File: config.mk
export PLATFORM = sky130hd
export DESIGN_NAME = dds_sweep_sequencer
export DESIGN_NICKNAME = d
export VERILOG_FILES = /design/src/rtl/dds_sweep_sequencer.sv
export SDC_FILE = /design/constraint.sdc
export NUM_CORES = 1
export LEC_CHECK = 0
export ABC_AREA = 1
export BUFFER_PORTS_ARGS = -buffer_cell sky130_fd_sc_hd__buf_4
export CORE_AREA = 2 2 119 167
export DETAILED_ROUTE_END_ITERATION = 8
export DIE_AREA = 0 0 121 169
export PLACE_DENSITY = 0.55
export SLEW_MARGIN = 20
export SYNTH_ARGS = -nofsm -noshare
export SYNTH_HDL_FRONTEND = slang
export SYNTH_SLANG_ARGS = --single-unit
File: constraint.sdc
create_clock -name clk -period 4.4 [get_ports clk]
set_input_delay 0.22 -clock clk [delete_from_list [all_inputs] [get_ports clk]]
set_output_delay 0.22 -clock clk [all_outputs]
set_load 0.02 [all_outputs]
File: src/rtl/dds_sweep_sequencer.sv
// rtl/dds_sweep_sequencer.sv - frequency-sweep scheduler driving the DDS tuning word
// Steps freq from START_WORD to STOP_WORD, holding each word DWELL clocks (single/sawtooth/triangle).
module dds_sweep_sequencer #(
  parameter logic [31:0] START_WORD = 32'd5368700,
  parameter logic [31:0] STOP_WORD  = 32'd53687000,
  parameter logic [31:0] STEP_WORD  = 32'd1073740,
  parameter int unsigned DWELL      = 40000
) (
  input  logic        clk,
  input  logic        rst,
  input  logic        start,
  input  logic        abort,
  input  logic [1:0]  mode,
  output logic [31:0] freq,
  output logic        busy,
  output logic        step_strobe,
  output logic        done
);

  localparam int CW = (DWELL > 1) ? $clog2(DWELL) : 1;
  localparam logic [CW-1:0] DWELL_LAST = CW'(DWELL - 1);

  typedef enum logic [1:0] {S_IDLE, S_UP, S_DOWN} state_t;

  state_t        state;
  logic [1:0]    mode_r;
  logic [CW-1:0] cnt;
  logic          dwell_end;
  logic [32:0]   up_sum;
  logic [31:0]   up_next;
  logic signed [33:0] dn_diff;
  logic [31:0]   dn_next;

  // Wide arithmetic so the clamp comparisons never see a wrapped value.
  assign up_sum    = {1'b0, freq} + {1'b0, STEP_WORD};
  assign up_next   = (up_sum > {1'b0, STOP_WORD}) ? STOP_WORD : up_sum[31:0];
  assign dn_diff   = $signed({2'b00, freq}) - $signed({2'b00, STEP_WORD});
  assign dn_next   = (dn_diff < $signed({2'b00, START_WORD})) ? START_WORD : dn_diff[31:0];
  assign dwell_end = (cnt == DWELL_LAST);
  assign busy      = (state != S_IDLE);

  always_ff @(posedge clk or posedge rst) begin
    if (rst) begin
      state       <= S_IDLE;
      mode_r      <= 2'd0;
      cnt         <= '0;
      freq        <= START_WORD;
      step_strobe <= 1'b0;
      done        <= 1'b0;
    end else begin
      step_strobe <= 1'b0;
      done        <= 1'b0;
      case (state)
        S_IDLE: begin
          if (start && !abort) begin
            freq        <= START_WORD;
            mode_r      <= mode;
            cnt         <= '0;
            state       <= S_UP;
            step_strobe <= 1'b1;
          end
        end
        S_UP: begin
          if (abort) begin
            state <= S_IDLE;
            freq  <= START_WORD;
            cnt   <= '0;
          end else if (dwell_end) begin
            cnt <= '0;
            if (freq != STOP_WORD) begin
              freq        <= up_next;
              step_strobe <= 1'b1;
            end else begin
              case (mode_r)
                2'd1: begin
                  freq        <= START_WORD;
                  step_strobe <= 1'b1;
                end
                2'd2: begin
                  state       <= S_DOWN;
                  freq        <= dn_next;
                  step_strobe <= 1'b1;
                end
                default: begin
                  state <= S_IDLE;
                  done  <= 1'b1;
                end
              endcase
            end
          end else begin
            cnt <= cnt + CW'(1);
          end
        end
        S_DOWN: begin
          if (abort) begin
            state <= S_IDLE;
            freq  <= START_WORD;
            cnt   <= '0;
          end else if (dwell_end) begin
            cnt         <= '0;
            step_strobe <= 1'b1;
            if (freq != START_WORD) begin
              freq <= dn_next;
            end else begin
              state <= S_UP;
              freq  <= up_next;
            end
          end else begin
            cnt <= cnt + CW'(1);
          end
        end
        default: state <= S_IDLE;
      endcase
    end
  end

endmodule
; ---- Yosys cells after proc, flatten, opt, wreduce, memory -nomap -nowiden
; Index checks and enable logic that the tools add are counted.
[word_totals]
wordCells = 74
reg_bits = 54
output_inout_bits = 35
[op_classes]
reduce_logical = 12
muxes = 37
magnitude_cmp = 2
addsub = 3
eq_ne = 14
[ops]
columns = op, count
row1 = 32-bit two-way mux, 9
row2 = 32-bit case mux with 3 select lines, 1
row3 = 32-bit case mux with 2 select lines, 1
row4 = 16-bit two-way mux, 3
row5 = 32-bit by 21-bit adder with 33-bit output (second input constant), 1
row6 = 33-bit by 26-bit > comparator with 1-bit output (second input constant), 1
row7 = 33-bit by 24-bit less-than comparator with 1-bit output (second input constant), 1
row8 = 32-bit by 21-bit subtractor with 33-bit output (second input constant), 1
row9 = 32-bit by 23-bit != test with 1-bit output (second input constant), 1
row10 = 32-bit by 26-bit != test with 1-bit output (second input constant), 1
row11 = 16-bit case mux with 2 select lines, 1
row12 = 16-bit by 1-bit adder with 16-bit output (second input constant), 1
row13 = 16-bit equality test (second input constant), 1
row14 = 3-bit != test (second input constant), 5
row15 = 2-bit two-way mux, 7
row16 = 1-bit two-way mux, 12
row17 = 2-bit case mux with 3 select lines, 1
row18 = 6-bit AND reduction, 1
row19 = 5-bit by 3-bit != test with 1-bit output (second input constant), 1
row20 = 5-bit AND reduction, 1
row21 = 2-bit by 1-bit equality test with 1-bit output (second input constant), 2
row22 = 2-bit equality test (second input constant), 2
row23 = 2-bit case mux with 2 select lines, 1
row24 = 2-bit AND reduction, 2
row25 = other kinds (8), 10

; ---- Depth between registers and ports, before layout
[depth]
ltp_word = 8
ltp_mapped = 25

; ---- Worst setup path after synthesis
; OpenSTA, ideal clock, no wires.
[synth_path]
path_type = register -> register
from = register freq[2]
to = register freq[12]
period_less_slack_ns = 2.635
setup_time_ns = 0.117
required_time_ns = 4.283
t_arrival_ns = 2.518
stages_incl_launch_ff = 19
n_path_buf = 1
slack_ns = 1.765
cell_sequence = dfstp_2 inv_1 ha_1 inv_1 nand3_4 nand2_2 nand3_1 nand2_4 nand2_2 a21boi_2 xor2_1 nand4_1 nor2_4 nand2_4 buf_6 a21oi_2 o22ai_1 nand2_1 nand2_1
[synth_between]
elab_chain_cells = 8
elab_cells_between_ends = 18
classes_between = add/sub: 2 / order compare: 2 / eq/ne: 3 / mux: 10 / reduce/logical: 1
[synth_lines]
columns = item, line_no
row1 = "start, declared", 14  ; output logic [31:0] freq,
row2 = "start signal, assigned", 71  ; freq <= up_next;
row3 = "start signal, assigned", 81  ; freq <= dn_next;
row4 = "start signal, assigned", 103  ; freq <= dn_next;
row5 = 32-bit by 21-bit subtractor with 33-bit output, 37  ; assign dn_diff = $signed({2'b00, freq}) - $signed({2'b00, STEP_WORD});
row6 = 33-bit by 24-bit less-than comparator with 1-bit output, 38  ; assign dn_next = (dn_diff < $signed({2'b00, START_WORD})) ? START_WORD : dn_diff[31:0];
row7 = 32-bit two-way mux, 38
row8 = 32-bit case mux with 2 select lines, 74  ; case (mode_r)
row9 = 32-bit two-way mux, 70  ; if (freq != STOP_WORD) begin
row10 = 32-bit two-way mux, 68  ; end else if (dwell_end) begin
row11 = 32-bit two-way mux, 64  ; if (abort) begin
row12 = 32-bit case mux with 3 select lines, 53  ; case (state)
; Parallel ways exist; a longest one is shown, timed or not. The select of a mux whose other input is x is not followed.
; A chain may end at the register's enable or synchronous reset.

; ---- Final worst setup path
[layout_path]
from = register cnt[0]
to = register freq[15]
[layout_between]
elab_chain_cells = 3
elab_cells_between_ends = 4
classes_between = eq/ne: 3 / reduce/logical: 1
[layout_lines]
columns = item, line_no
row1 = "start, declared", 27  ; logic [CW-1:0] cnt;
row2 = "start signal, assigned", 91  ; cnt <= cnt + CW'(1);
row3 = "start signal, assigned", 109  ; cnt <= cnt + CW'(1);
row4 = 16-bit equality test *, 39  ; assign dwell_end = (cnt == DWELL_LAST);
row5 = 3-bit != test (no source line), -
row6 = 5-bit AND reduction (no source line) *, -
; Mark *: on every way between the ends. The rest lies on a longest branch, timed or not.

==> run metrics <==
Main synth FF type dfrtp_1; Routed Antenna Nets 0; total negative slack 0 ns; DP HPWL 18900 um; drt initial violations 666; die area 0.0204 sq mm; combinational share of power 68.0%; status complete, no violations; asr flop ratio synth 100%; DR WL/cell 18.8 um; CP peak stage delay 0.64 ns; Antenna Cells 0; CP Launch Type register; WP data arrival 4.11 ns; clock network power share 10.1%; Top Ports 41; Reg area 0.00137 sq mm; CP required 4.63 ns; Max-Cap Viols 0; Mapped Cells 996; worst vdd ir 0.000234 V; commonest non-fill, non-tap cell in the layout nand2_1; final slew viol count 0; Layout fillers 2146; detailed-route wire length 23900 um; Peak Freq 257 MHz; CTS sink count 54; Num CTS Buffers 5; Post-synth EDFFs 0; largest net degree at the start of global routing 55; layout cells sized above 1 14.6%; Net Sw Power 2.60 mW; Rows 60; final hold viol count 0; fin crit period 3.89 ns; CTS Buffer Depth 2; CP endpoint kind register; initial antenna violation count 0; Die Ht 169 um; worst r2r dst freq[15]$_DFFE_PP1P_; kind of critical path register to register; Synth top area share 19.2%; multi-input logic area 0.00386 sq mm; Core ar. 0.0190 sq mm; most area-hungry cell type in the Yosys netlist nand2_1; largest cells by area after synthesis nand2_1 19%, dfrtp_1 17%, nand3_1 8.7%; vias per cell 5.32; Yosys warning total 0; total global routing overflow 0; Slew headroom 40.4%; Setup WS pre-CTS 0.581 ns; vias in the first global route 6504; area grow syn2layout 10.5%; mapped cell area 0.00593 sq mm; Clock Latency Late Sink 0.32 ns; CTS tree built; measured slew at the worst slew-check pin 0.893 ns; FF-to-FF path depth 18; RSZ-0062 raised after global routing false; final weighted congestion in routability-driven placement 0.973; gr usage total 23.6%; Final setup viols 0; R2R setup slack 0.51 ns; first-pass GRT wire length 36800 um; leakage power 3.17 nW; Buf/Inv on CP 4; via count 6746; Worst Skew 0.0155 ns; final hold slack 0.118 ns; H-tree depth 2; net count after synthesis 1014; most frequent cells in the layout 304 x nand2_1, 119 x nor2_1, 111 x inv_1; buffers added on ports 40; Starting Density 31.2%; Reg power frac 21.9%; final net count 1037; worst path cell trace ha_1 -> nand2_1 -> nor2_1 -> inv_1 -> nor2_1 -> inv_2 -> nor3_2 -> nor2_1 -> nand2_1 -> nand2_1 -> inv_1 -> nand3_1 -> nor2_4 -> inv_1 -> nor2_4 -> o21ai_1 -> a21oi_1 -> a21oi_2; final cycle utilization of the critical path 88.4%; power consumption 4.27 mW; Post-CTS Hold Fix Bufs 0; Post-CTS Resized 0; first drt pass iteration count 5; drt drc 0; Top Family by Delay on Critical Path simple AND/OR/NAND/NOR gates; Switching Fraction 60.7%; Post-CTS Setup Repair Bufs 0; Crit Path Max Fanout 16; Synth Register Bits 54; Netlist cell types 52; Reg-to-Reg Start cnt[0]$_DFFE_PP0P_; fin util 34.5%; CTS root buf clkbuf_16; Mapped Avg Cell Area 5.96 sq um; worst setup margin 0.512 ns; hold crit path type primary input to async pin; sequential area share after synthesis 23.1%; Die W 121 um; Slowest cell on crit path nor2_4; P per Cell Area 652 mW/mm^2; clk slew on worst S/H paths 0.09 ns; Pint 1.68 mW
-- through the flow --
step	instances	instance area, sq um
3_3_place_gp	1260	6400
4_1_cts	1268	6560
3_5_place_dp	1260	6400
2_1_floorplan	996	5930
6_report	1268	6560
5_1_grt	1268	6560
-- worst min-delay path, stage by stage --
cell and delay [ns]:
buf_4 0.11, inv_2 0.03, buf_4 0.56
-- registers in the layout, indices dropped and copies added (netlist names) --
register and cells:
step_strobe 1, state 2, mode_r 2, freq 32
cnt 16, done 1
-- cell families after synthesis --
family,Yosys count,share of synthesized area (%)
and+or+nand+nor,647,50.0
DFF,54,23.1
AOI/OAI and AO/OA,103,10.2
adders and majority gates,12,2.53
buffers and inverters,164,11.8
xor gates and xnor gates,16,2.36
-- worst max-delay path by stage --
stage	start	endpoint	slack, ns	cells after the start
6_report	cnt[0]$_DFFE_PP0P_	freq[15]$_DFFE_PP1P_	0.51	18
5_1_grt	cnt[0]$_DFFE_PP0P_	freq[15]$_DFFE_PP1P_	0.15	18
4_1_cts	cnt[0]$_DFFE_PP0P_	freq[15]$_DFFE_PP1P_	0.51	18
3_5_place_dp	cnt[0]$_DFFE_PP0P_	freq[15]$_DFFE_PP1P_	0.58	18
3_3_place_gp	cnt[0]$_DFFE_PP0P_	freq[15]$_DFFE_PP1P_	0.51	18
2_1_floorplan	freq[2]$_DFFE_PP1P_	freq[12]$_DFFE_PP0P_	1.77	18
-- layout make-up --
class	count	area share, %
multi-input cells	778	59.0
flip-flops and latches	54	20.9
inverters	133	7.71
repair buffers	47	5.38
well taps	248	4.73
clock buffers	5	1.91
clock inverters	3	0.439
-- power by group through the flow --
stage	clock network (mW)	logic [mW]	registers [mW]
after global routing	0.462	3.19	0.951
after floorplan	0	2.04	0.811
after detailed placement	0	2.84	0.937
final	0.433	2.90	0.936
after global placement	0	2.87	0.936
after CTS	0.447	2.86	0.931
-- cells in the mapped netlist (15+ instances only) --
cell / number
a21oi_1: 25
dfrtp_1: 40
inv_1: 112
inv_2: 15
nand2_1: 304
nand2_2: 21
nand3_1: 103
nand4_1: 39
nor2_1: 119
nor3_1: 16
o21ai_0: 25
o21ai_1: 16
-- per-layer routing --
layer / global-route usage [%] / up-vias / wire [um]
met3: 2.86 / 84 / 1170
met4: 16.2 / 0 / 1830
met5: 0 / - / 0
met2: 39.9 / 265 / 11400
met1: 27.4 / 3122 / 9420
li1: - / 3275 / -
Power figures use the tool's default switching activity.
